$ cat src/rtl/alu_cmd_sequencer.sv
// Command sequencer: latches one ALU command at a time, captures the ALU
// response and queues {data, carry, err, tag} in a small circular result FIFO.
module alu_cmd_sequencer #(
    parameter  int unsigned DEPTH = 4,
    localparam int unsigned PTR_W = $clog2(DEPTH),
    localparam int unsigned CNT_W = PTR_W + 1
) (
    input  logic             clk,
    input  logic             rst_n,
    input  logic             cmd_valid,
    output logic             cmd_ready,
    input  logic [7:0]       cmd_a,
    input  logic [7:0]       cmd_b,
    input  logic [3:0]       cmd_sel,
    input  logic [3:0]       cmd_tag,
    output logic [7:0]       alu_a,
    output logic [7:0]       alu_b,
    output logic [3:0]       alu_sel,
    input  logic [7:0]       alu_result,
    input  logic             alu_carry,
    output logic             res_valid,
    input  logic             res_ready,
    output logic [7:0]       res_data,
    output logic             res_carry,
    output logic             res_err,
    output logic [3:0]       res_tag,
    output logic [CNT_W-1:0] fifo_count,
    output logic [15:0]      op_count
);

    typedef enum logic [1:0] {IDLE, EXEC, STALL} state_e;

    typedef struct packed {
        logic [7:0] data;
        logic       carry;
        logic       err;
        logic [3:0] tag;
    } res_entry_t;

    state_e             state_q, state_d;
    logic [7:0]         alu_a_q, alu_a_d, alu_b_q, alu_b_d;
    logic [3:0]         alu_sel_q, alu_sel_d, tag_q, tag_d;
    logic [PTR_W-1:0]   wr_ptr_q, wr_ptr_d, rd_ptr_q, rd_ptr_d;
    logic [CNT_W-1:0]   count_q, count_d;
    logic [15:0]        op_count_q, op_count_d;
    logic               cmd_ready_q, cmd_ready_d;
    logic               res_valid_q, res_valid_d;
    res_entry_t         mem_q [DEPTH];
    res_entry_t         push_entry, head;
    logic               accept, push, pop, full;

    // Handshakes and the entry built from the live ALU response
    always_comb begin
        full             = (count_q == CNT_W'(DEPTH));
        pop              = res_valid_q && res_ready;
        accept           = cmd_valid && cmd_ready_q;
        push             = ((state_q == EXEC) || (state_q == STALL)) && (!full || pop);
        push_entry.err   = (alu_sel_q == 4'b0011) && (alu_b_q == 8'h00);
        push_entry.data  = push_entry.err ? 8'hFF : alu_result;
        push_entry.carry = push_entry.err ? 1'b0 : alu_carry;
        push_entry.tag   = tag_q;
    end

    always_comb begin
        state_d     = state_q;
        alu_a_d     = alu_a_q;
        alu_b_d     = alu_b_q;
        alu_sel_d   = alu_sel_q;
        tag_d       = tag_q;
        wr_ptr_d    = wr_ptr_q;
        rd_ptr_d    = rd_ptr_q;
        op_count_d  = op_count_q;

        case (state_q)
            IDLE: begin
                if (accept) begin
                    alu_a_d   = cmd_a;
                    alu_b_d   = cmd_b;
                    alu_sel_d = cmd_sel;
                    tag_d     = cmd_tag;
                    state_d   = EXEC;
                end
            end
            EXEC, STALL: state_d = push ? IDLE : STALL;
            default:     state_d = IDLE;
        endcase

        if (push) begin
            wr_ptr_d = wr_ptr_q + PTR_W'(1);
        end
        if (pop) begin
            rd_ptr_d = rd_ptr_q + PTR_W'(1);
        end
        if (push && (op_count_q != 16'hFFFF)) begin
            op_count_d = op_count_q + 16'd1;
        end

        count_d     = count_q + CNT_W'(push) - CNT_W'(pop);
        cmd_ready_d = (state_d == IDLE);
        res_valid_d = (count_d != '0);
    end

    always_ff @(posedge clk or negedge rst_n) begin
        if (!rst_n) begin
            state_q     <= IDLE;
            alu_a_q     <= '0;
            alu_b_q     <= '0;
            alu_sel_q   <= '0;
            tag_q       <= '0;
            wr_ptr_q    <= '0;
            rd_ptr_q    <= '0;
            count_q     <= '0;
            op_count_q  <= '0;
            cmd_ready_q <= 1'b1;
            res_valid_q <= 1'b0;
        end else begin
            state_q     <= state_d;
            alu_a_q     <= alu_a_d;
            alu_b_q     <= alu_b_d;
            alu_sel_q   <= alu_sel_d;
            tag_q       <= tag_d;
            wr_ptr_q    <= wr_ptr_d;
            rd_ptr_q    <= rd_ptr_d;
            count_q     <= count_d;
            op_count_q  <= op_count_d;
            cmd_ready_q <= cmd_ready_d;
            res_valid_q <= res_valid_d;
        end
    end

    // Storage needs no reset: validity is tracked by the count
    always_ff @(posedge clk) begin
        if (push) begin
            mem_q[wr_ptr_q] <= push_entry;
        end
    end

    assign head       = mem_q[rd_ptr_q];
    assign cmd_ready  = cmd_ready_q;
    assign alu_a      = alu_a_q;
    assign alu_b      = alu_b_q;
    assign alu_sel    = alu_sel_q;
    assign res_valid  = res_valid_q;
    assign res_data   = head.data;
    assign res_carry  = head.carry;
    assign res_err    = head.err;
    assign res_tag    = head.tag;
    assign fifo_count = count_q;
    assign op_count   = op_count_q;

endmodule

$ cat config.mk
export PLATFORM = sky130hd
export DESIGN_NAME = alu_cmd_sequencer
export DESIGN_NICKNAME = d
export VERILOG_FILES = /design/src/rtl/alu_cmd_sequencer.sv
export SDC_FILE = /design/constraint.sdc
export NUM_CORES = 1
export LEC_CHECK = 0
export ABC_CLOCK_PERIOD_IN_PS = 2800
export BUFFER_PORTS_ARGS = -buffer_cell sky130_fd_sc_hd__clkbuf_2
export CORE_ASPECT_RATIO = 1.1
export CORE_MARGIN = 1
export CORE_UTILIZATION = 38
export DETAILED_ROUTE_END_ITERATION = 10
export GPL_TIMING_DRIVEN = 0
export SLEW_MARGIN = 30
export SYNTH_ARGS = -nofsm -noshare
export SYNTH_HDL_FRONTEND = slang
export SYNTH_SLANG_ARGS = --single-unit
export TNS_END_PERCENT = 5
$ cat constraint.sdc
create_clock -name clk -period 2.8 [get_ports clk]
set_clock_uncertainty 0.05 [all_clocks]
set_input_delay 0.84 -clock clk [delete_from_list [all_inputs] [get_ports clk]]
set_output_delay 0.84 -clock clk [all_outputs]
set_load 0.03 [all_outputs]
==> metrics.txt, run 1 <==
# TYPE chip_impl_metric gauge
chip_impl_metric{name="drive_gt1_share",unit="%"} 40.2
chip_impl_metric{name="cts_num_sinks",unit=""} 107
chip_impl_metric{name="grt_pass1_vias",unit=""} 2510
chip_impl_metric{name="overall_power_consumption",unit="mW"} 6.45
chip_impl_info{name="cp_cell_sequence",value="inv_1 -> ha_1 -> a21boi_4 -> buf_8 -> inv_4 -> ha_4 -> inv_2 -> ha_4 -> fa_2 -> xor2_1 -> xnor2_1 -> or3_1"} 1
chip_impl_metric{name="totalWireLength",unit="um"} 8110
chip_impl_info{name="worst_path_slowest_cell",value="dfrtp_1"} 1
chip_impl_metric{name="critical_path.max_stage_delay",unit="ns"} 0.35
chip_impl_metric{name="powerDensity",unit="nW/um^2"} 1180
chip_impl_info{name="synth_ff_type",value="edfxtp_1"} 1
chip_impl_metric{name="synth_seq_cells",unit=""} 107
chip_impl_metric{name="cts_buffers",unit=""} 9
chip_impl_info{name="netlist_top_cells_count",value="56 x edfxtp_1, 50 x dfrtp_1, 27 x mux2_1, 14 x mux4_2, 14 x xnor2_1"} 1
chip_impl_metric{name="met3_length",unit="um"} 248
chip_impl_metric{name="insertedDiodeCount",unit=""} 0
chip_impl_info{name="path_class",value="register to register"} 1
chip_impl_metric{name="drt_pass1_iterations",unit=""} 4
chip_impl_metric{name="nNetsFinal",unit=""} 415
chip_impl_metric{name="fin_cells",unit=""} 520
chip_impl_metric{name="mean_area_per_synthesized_cell",unit="sq um"} 16.8
chip_impl_metric{name="place.detailed.instances",unit=""} 501
chip_impl_metric{name="synth_cell_types",unit=""} 41
chip_impl_info{name="worst_path_dominant_cell_family",value="adder cells"} 1
chip_impl_info{name="synth_area_leaders",value="edfxtp_1 38%, dfrtp_1 28%, mux4_2 7.1%, mux2_1 6.9%, xnor2_1 2.8%"} 1
chip_impl_metric{name="placedInstanceArea",unit="sq um"} 5120
chip_impl_metric{name="drv_cap",unit=""} 0
chip_impl_metric{name="synthDominantCellAreaShare",unit="%"} 38.1
chip_impl_info{name="synthDominantAreaCellType",value="edfxtp_1"} 1
chip_impl_metric{name="postLayoutCellArea",unit="sq um"} 5470
chip_impl_metric{name="bufs_and_invs_on_worst_path",unit=""} 4
chip_impl_metric{name="drt-met1-wl",unit="um"} 3630
chip_impl_metric{name="drt-wirelength-per-cell",unit="um"} 15.6
chip_impl_metric{name="edff_count_synth",unit=""} 56
chip_impl_metric{name="dr.first_iter.drc_count",unit=""} 100
chip_impl_metric{name="avgViaCountPerCell",unit=""} 4.86
chip_impl_metric{name="timing.setup.tns",unit="ns"} 0
chip_impl_metric{name="upper_clock_frequency_limit",unit="GHz"} 0.370
chip_impl_info{name="class_of_the_worst_hold_path",value="register to register"} 1
chip_impl_metric{name="dr_wl_met2",unit="um"} 4130
chip_impl_metric{name="floorplan.core_area",unit="sq um"} 11100
chip_impl_info{name="cp-end-kind",value="register"} 1
chip_impl_metric{name="post_syn_area",unit="sq um"} 4420
chip_impl_info{name="synth_most_common_cell",value="edfxtp_1"} 1
chip_impl_metric{name="port-buffer-count",unit=""} 91
chip_impl_metric{name="cts-root-to-sink-buffers",unit=""} 2
chip_impl_metric{name="seq_area_frac_synth",unit="%"} 67.0
chip_impl_metric{name="number_of_hold_repair_buffers_added_at_the_cts_stage",unit=""} 0
chip_impl_metric{name="ioPinCount",unit=""} 92
chip_impl_metric{name="cellLeakagePower",unit="nW"} 2.28
chip_impl_metric{name="area_delta_synth_final",unit="%"} 23.7
chip_impl_metric{name="antenna_found_initial",unit=""} 0
chip_impl_metric{name="htreeDepth",unit=""} 3
chip_impl_metric{name="worst_slew_pin_slew",unit="ns"} 0.786
chip_impl_metric{name="yosysWarningCount",unit=""} 0
chip_impl_info{name="critPathMostFrequentCell",value="ha_4"} 1
chip_impl_info{name="setup.worst_path.start_class",value="register"} 1
chip_impl_metric{name="hold_violation_count_in_the_final_report",unit=""} 0
chip_impl_metric{name="die-area",unit="sq um"} 12100
chip_impl_metric{name="antenna_left",unit=""} 0
chip_impl_metric{name="critPathArrivalTime",unit="ns"} 2.87
chip_impl_metric{name="grt_overflow",unit=""} 0
chip_impl_metric{name="globalplace.congestion",unit=""} 0.705
chip_impl_metric{name="syn_inst",unit=""} 263
chip_impl_metric{name="grt_first_pass_wirelength",unit="um"} 12800
chip_impl_info{name="root_buffer_cell",value="clkbuf_16"} 1
chip_impl_metric{name="num_vias",unit=""} 2525
chip_impl_metric{name="worstSkewPairLatency",unit="ns"} 0.34
chip_impl_metric{name="mapped_nets",unit=""} 310
chip_impl_metric{name="worst_setup_hold_path_clk_slew",unit="ns"} 0.07
chip_impl_metric{name="detailed_place_hpwl",unit="um"} 5550
chip_impl_metric{name="number_of_rows_in_the_core_area",unit=""} 40
chip_impl_info{name="cts_tree",value="yes"} 1
chip_impl_metric{name="largest_voltage_drop_on_the_vdd_net",unit="mV"} 0.600
chip_impl_info{name="highest-signal-layer",value="met4"} 1
chip_impl_metric{name="grt_max_degree",unit=""} 52
chip_impl_info{name="rsz0062_at_grt",value="false"} 1
chip_impl_info{name="status",value="finished, final reports clean"} 1
chip_impl_metric{name="floorplan.initialDensity",unit="%"} 39.8
chip_impl_metric{name="dieHeight",unit="um"} 115
chip_impl_metric{name="min_period_over_period",unit="%"} 96.5
chip_impl_metric{name="grt.total_usage",unit="%"} 14.2
chip_impl_metric{name="worstPathRequired",unit="ns"} 2.97
chip_impl_metric{name="drc_errors",unit=""} 0
chip_impl_metric{name="timing.slew.headroom",unit="%"} 47.6
chip_impl_metric{name="period_needed",unit="ns"} 2.70
chip_impl_metric{name="report.final.setup_viol",unit=""} 0
chip_impl_metric{name="die_x_extent",unit="um"} 105
chip_impl_metric{name="asyncSetResetFlopFracSynth",unit="%"} 47.7
chip_impl_metric{name="worstPathMaxFanout",unit=""} 4
chip_impl_metric{name="final_max_slew_viol_count",unit=""} 0
[per-layer routing]
layer / track usage (%) / up-vias
li1: - / 1199
met1: 18.1 / 1268
met2: 23.7 / 51
met3: 3.12 / 7
met4: 5.92 / 0
met5: 0 / -
[power breakdown]
group,switching [mW],internal [mW],leakage [nW]
clock,0.575,0.675,0.152
combinational,1.60,1.01,0.997
sequential,0.345,2.24,1.14
[timing repair]
action                                  in CTS  in global routing
resized for setup                            5                  2
endpoints found under the setup margin      15                  2
buffers inserted                             1                  3
[worst paths after layout]
check                      slack [ns]  depth (start not counted)  startpoint     endpoint
max                               0.1                         12  state_q[0]    res_valid
min                              0.44                          1    alu_a[2]     alu_a[2]
max reg2reg                       0.1                         12  state_q[0]    res_valid
min reg2reg                      0.44                          1    alu_a[2]     alu_a[2]
max in group asynchronous        1.67                          1       rst_n  rd_ptr_q[0]
min in group asynchronous        0.52                          1       rst_n     alu_a[1]
[placed cells by master, fill, tap and decap left out, drive strengths merged, types with 2 or more instances in the layout]
master	n
nor2	4
o21ai	3
dfrtp	50
o2111ai	2
xor2	2
mux4	14
buf	8
o211ai	5
and2	8
nand3	6
nand2	8
inv	15
nor3	2
ha	9
nor4	2
a21oi	2
mux2	28
nand4	7
nand2b	10
clkbuf	105
and3	3
edfxtp	56
xnor2	14
[registers in the layout, indices dropped and copies added (netlist names)]
| signal | cells |
|---|---|
| alu_b | 8 |
| state_q | 2 |
| alu_a | 8 |
| tag_q | 4 |
| wr_ptr_q | 2 |
| mem_q | 56 |
| fifo_count | 3 |
| alu_sel | 4 |
| rd_ptr_q | 2 |
| cmd_ready | 1 |
| op_count | 16 |
| res_valid | 1 |
[cell type report]
cell class              instances  area, sq um
flip-flops and latches        107         2960
repair buffers                 95          488
plain buffers                   7         58.8
fillers                       990         5650
inverters                      10         40.0
multi-input cells             138         1430
well taps                     147          184
clock inverters                 5         48.8
clock buffers                  11          253
[metrics by stage]
| step | util, % | setup WS, ns | hold WS (ns) |
|---|---|---|---|
| after floorplan | - | -0.152 | 0.422 |
| after global placement | 46.0 | -0.440 | 0.425 |
| after detailed placement | 46.0 | -0.429 | 0.431 |
| after CTS | 48.9 | 0.0402 | 0.448 |
| after global routing | 49.2 | 0.00289 | 0.467 |
| final | 49.2 | 0.0966 | 0.441 |
[cells by family (layout without fill, tap and decap cells)]
group                    Yosys count  count (layout)  share of synthesized area, %
XOR/XNOR                          16              16                          3.17
multiplexers                      42              42                          14.3
flip-flops                       107             107                          67.0
AND/OR/NAND/NOR                   54              54                          7.42
adder cells (fa/ha/maj)           10              10                          3.00
AO/OA/AOI/OAI                     16              16                          3.40
buffers and inverters             18             128                          1.76
Note: power is estimated with default switching activity, not from simulation.
==> run 2, diff against run 1 <==
--- a/config.mk
+++ b/config.mk
@@ -5,6 +5,7 @@
 export SDC_FILE = /design/constraint.sdc
 export NUM_CORES = 1
 export LEC_CHECK = 0
+export ABC_AREA = 1
 export ABC_CLOCK_PERIOD_IN_PS = 2800
 export BUFFER_PORTS_ARGS = -buffer_cell sky130_fd_sc_hd__clkbuf_2
 export CORE_ASPECT_RATIO = 1.1
==> metrics.txt, run 2 <==
# TYPE chip_impl_metric gauge
chip_impl_metric{name="seq_area_frac_synth",unit="%"} 63.0
chip_impl_metric{name="num_vias",unit=""} 3317
chip_impl_metric{name="detailed_place_hpwl",unit="um"} 7040
chip_impl_metric{name="cts_num_sinks",unit=""} 107
chip_impl_metric{name="htreeDepth",unit=""} 3
chip_impl_metric{name="avgViaCountPerCell",unit=""} 4.87
chip_impl_info{name="crit-reg2reg-launch",value="state_q[1]"} 1
chip_impl_metric{name="drc_errors",unit=""} 0
chip_impl_metric{name="grt_overflow",unit=""} 0
chip_impl_metric{name="dr.first_iter.drc_count",unit=""} 90
chip_impl_metric{name="worstHoldPathCells",unit=""} 1
chip_impl_metric{name="synth_cell_types",unit=""} 29
chip_impl_metric{name="post-place-ws",unit="ns"} 0.0532
chip_impl_info{name="path_class",value="register to output port"} 1
chip_impl_info{name="mostFrequentLayoutCells",value="92 x clkbuf_2, 69 x nand2_1, 56 x nor2_1, 56 x edfxtp_1, 50 x dfrtp_1"} 1
chip_impl_metric{name="cellLeakagePower",unit="nW"} 2.48
chip_impl_metric{name="area_delta_synth_final",unit="%"} 21.8
chip_impl_metric{name="floorplan.initialDensity",unit="%"} 39.1
chip_impl_info{name="synth_most_common_cell",value="nand2_1"} 1
chip_impl_metric{name="grt_first_pass_wirelength",unit="um"} 16300
chip_impl_metric{name="rrSetupSlack",unit="ns"} 0.56
chip_impl_metric{name="period_needed",unit="ns"} 2.71
chip_impl_metric{name="grt.total_usage",unit="%"} 17.0
chip_impl_metric{name="cts_repair_resize_count",unit=""} 4
chip_impl_metric{name="placedInstanceArea",unit="sq um"} 5390
chip_impl_info{name="layout_commonest_cell",value="clkbuf_2"} 1
chip_impl_metric{name="antenna_left",unit=""} 0
chip_impl_metric{name="final.hold.worst_slack",unit="ns"} 0.456
chip_impl_metric{name="critPathArrivalTime",unit="ns"} 1.82
chip_impl_metric{name="worstSkewPairLatency",unit="ns"} 0.35
chip_impl_metric{name="drt_pass1_iterations",unit=""} 4
chip_impl_metric{name="grt_pass1_vias",unit=""} 3369
chip_impl_metric{name="powerDensity",unit="nW/um^2"} 1240
chip_impl_metric{name="min_period_over_period",unit="%"} 96.9
chip_impl_metric{name="cts_buffers",unit=""} 9
chip_impl_metric{name="syn_inst",unit=""} 419
chip_impl_metric{name="floorplan.core_area",unit="sq um"} 12000
chip_impl_metric{name="largest_reg_flops",unit=""} 56
chip_impl_metric{name="hold_violation_count_in_the_final_report",unit=""} 0
chip_impl_metric{name="worstPathMaxFanout",unit=""} 10
chip_impl_metric{name="postLayoutCellArea",unit="sq um"} 5730
chip_impl_info{name="synthDominantAreaCellType",value="edfxtp_1"} 1
chip_impl_info{name="hold_path_startpoint",value="alu_a[1]"} 1
chip_impl_metric{name="drive_gt1_share",unit="%"} 34.3
chip_impl_metric{name="drv_cap",unit=""} 0
chip_impl_metric{name="worst_setup_hold_path_clk_slew",unit="ns"} 0.07
chip_impl_metric{name="dieHeight",unit="um"} 119
chip_impl_metric{name="cts-root-to-sink-buffers",unit=""} 2
chip_impl_info{name="class_of_the_worst_hold_path",value="register to register"} 1
chip_impl_metric{name="reg2reg_depth",unit=""} 11
chip_impl_metric{name="report.final.setup_viol",unit=""} 0
chip_impl_info{name="cts_tree",value="yes"} 1
chip_impl_metric{name="nNetsFinal",unit=""} 569
chip_impl_metric{name="edff_count_synth",unit=""} 56
chip_impl_metric{name="synthDominantCellAreaShare",unit="%"} 35.8
chip_impl_info{name="rsz0062_at_grt",value="false"} 1
chip_impl_info{name="root_buffer_cell",value="clkbuf_16"} 1
chip_impl_metric{name="worstPathRequired",unit="ns"} 1.91
chip_impl_metric{name="postCtsSetupBuffers",unit=""} 0
chip_impl_metric{name="mean_area_per_synthesized_cell",unit="sq um"} 11.2
chip_impl_info{name="status",value="finished, final reports clean"} 1
chip_impl_metric{name="number_of_hold_repair_buffers_added_at_the_cts_stage",unit=""} 0
chip_impl_metric{name="drt-wirelength-per-cell",unit="um"} 14.8
chip_impl_metric{name="grt_max_degree",unit=""} 52
chip_impl_info{name="largest_register",value="mem_q"} 1
chip_impl_metric{name="insertedDiodeCount",unit=""} 0
chip_impl_metric{name="timing.slew.headroom",unit="%"} 40.7
chip_impl_metric{name="die_x_extent",unit="um"} 108
chip_impl_metric{name="overall_power_consumption",unit="mW"} 7.08
chip_impl_info{name="cp-end-kind",value="output port"} 1
chip_impl_metric{name="die-area",unit="sq um"} 12800
chip_impl_metric{name="globalplace.congestion",unit=""} 0.789
chip_impl_metric{name="final_max_slew_viol_count",unit=""} 0
chip_impl_metric{name="port-buffer-count",unit=""} 91
chip_impl_metric{name="antenna_found_initial",unit=""} 0
chip_impl_info{name="synth_ff_type",value="edfxtp_1"} 1
chip_impl_metric{name="postLayoutCoreUtil",unit="%"} 47.6
chip_impl_metric{name="number_of_rows_in_the_core_area",unit=""} 42
chip_impl_info{name="timing.hold.worst_endpoint",value="alu_a[1]"} 1
chip_impl_info{name="netlist_top_cells_count",value="69 x nand2_1, 60 x nor2_1, 56 x edfxtp_1, 50 x dfrtp_1, 34 x inv_1"} 1
chip_impl_info{name="synth_area_leaders",value="edfxtp_1 36%, dfrtp_1 27%, mux2_2 5.8%, nand2_1 5.5%, nor2_1 4.8%"} 1
chip_impl_metric{name="yosysWarningCount",unit=""} 0
chip_impl_info{name="setup.worst_path.start_class",value="register"} 1
chip_impl_metric{name="setup_ws",unit="ns"} 0.0870
chip_impl_metric{name="synth_seq_cells",unit=""} 107
chip_impl_metric{name="asyncSetResetFlopFracSynth",unit="%"} 47.7
chip_impl_info{name="reg2reg_to",value="res_valid"} 1
chip_impl_metric{name="largest_voltage_drop_on_the_vdd_net",unit="mV"} 0.562
chip_impl_metric{name="worst_slew_pin_slew",unit="ns"} 0.885
chip_impl_metric{name="post_syn_area",unit="sq um"} 4700
chip_impl_metric{name="totalWireLength",unit="um"} 10100
chip_impl_metric{name="mapped_nets",unit=""} 466
chip_impl_metric{name="ioPinCount",unit=""} 92
chip_impl_metric{name="upper_clock_frequency_limit",unit="GHz"} 0.369
chip_impl_metric{name="fill_cells",unit=""} 1132
-- run 2: changes by cell type in the layout (fill, tap and decap cells not counted), moves of 10 or more --
| cell | before | now |
|---|---|---|
| nand2_1 | 8 | 69 |
| xnor2_1 | 14 | 0 |
| nor2_1 | 4 | 56 |
| nand2b_1 | 10 | 0 |
| mux2_2 | 1 | 24 |
| o22ai_1 | 0 | 13 |
| inv_1 | 8 | 33 |
| mux4_2 | 14 | 0 |
| o21ai_0 | 1 | 31 |
| mux2_1 | 27 | 0 |
-- run 2: critical path: stages (launching register included) --
cell and delay, ns:
dfrtp_1 0.37, clkbuf_2 0.25, buf_2 0.30, nor2_1 0.09
o22ai_1 0.22, clkbuf_2 0.25
-- run 2: how the worst max path moves through the flow --
stage                      startpoint          end  slack [ns]  depth (start not counted)
after floorplan             res_ready    res_valid        0.38                          9
after global placement      res_ready  mem_q[3][9]        -0.1                          5
after detailed placement    res_ready    res_valid        0.05                         10
after CTS                 rd_ptr_q[1]  res_data[1]       0.006                          4
after global routing      rd_ptr_q[0]  res_data[6]       0.007                          4
final                     rd_ptr_q[0]  res_data[1]        0.09                          5
-- run 2: logic make-up after synthesis --
logic type | after synthesis | synth area share, %
AOI/OAI and AO/OA | 54 | 6.90
xor gates and xnor gates | 9 | 1.68
adders and majority gates | 10 | 2.82
buffers and inverters | 49 | 4.37
DFF | 107 | 63.0
muxes | 24 | 5.75
and+or+nand+nor | 166 | 15.5
-- run 2: layout make-up --
class,count,area [sq um],area share [%]
flip-flops and latches,107,2960,51.7
multi-input cells,263,1550,27.1
repair buffers,93,487,8.50
clock buffers,9,225,3.93
well taps,154,193,3.37
inverters,37,143,2.49
clock inverters,7,98.8,1.73
plain buffers,11,68.8,1.20
-- run 2: per-stage QoR --
stage               instances  TNS [ns]
floorplan                 419         0
global placement          664     -2.11
detailed placement        666         0
CTS                       681         0
global route              681         0
finish                    681         0
-- run 2: routing by layer --
layer | GRT usage [%] | share of wire, % | wire [um] | up-vias
met2 | 29.2 | 52 | 5210 | 77
met5 | 0 | 0 | 0 | -
li1 | - | - | - | 1613
met1 | 20.2 | 43 | 4290 | 1613
met3 | 4.03 | 4.3 | 430 | 14
met4 | 6.68 | 1.4 | 143 | 0
-- run 2: report_power, final --
group	internal (mW)	total, mW	switching (mW)
clock network	0.790	1.36	0.567
logic	0.986	3.12	2.14
registers	2.26	2.60	0.334
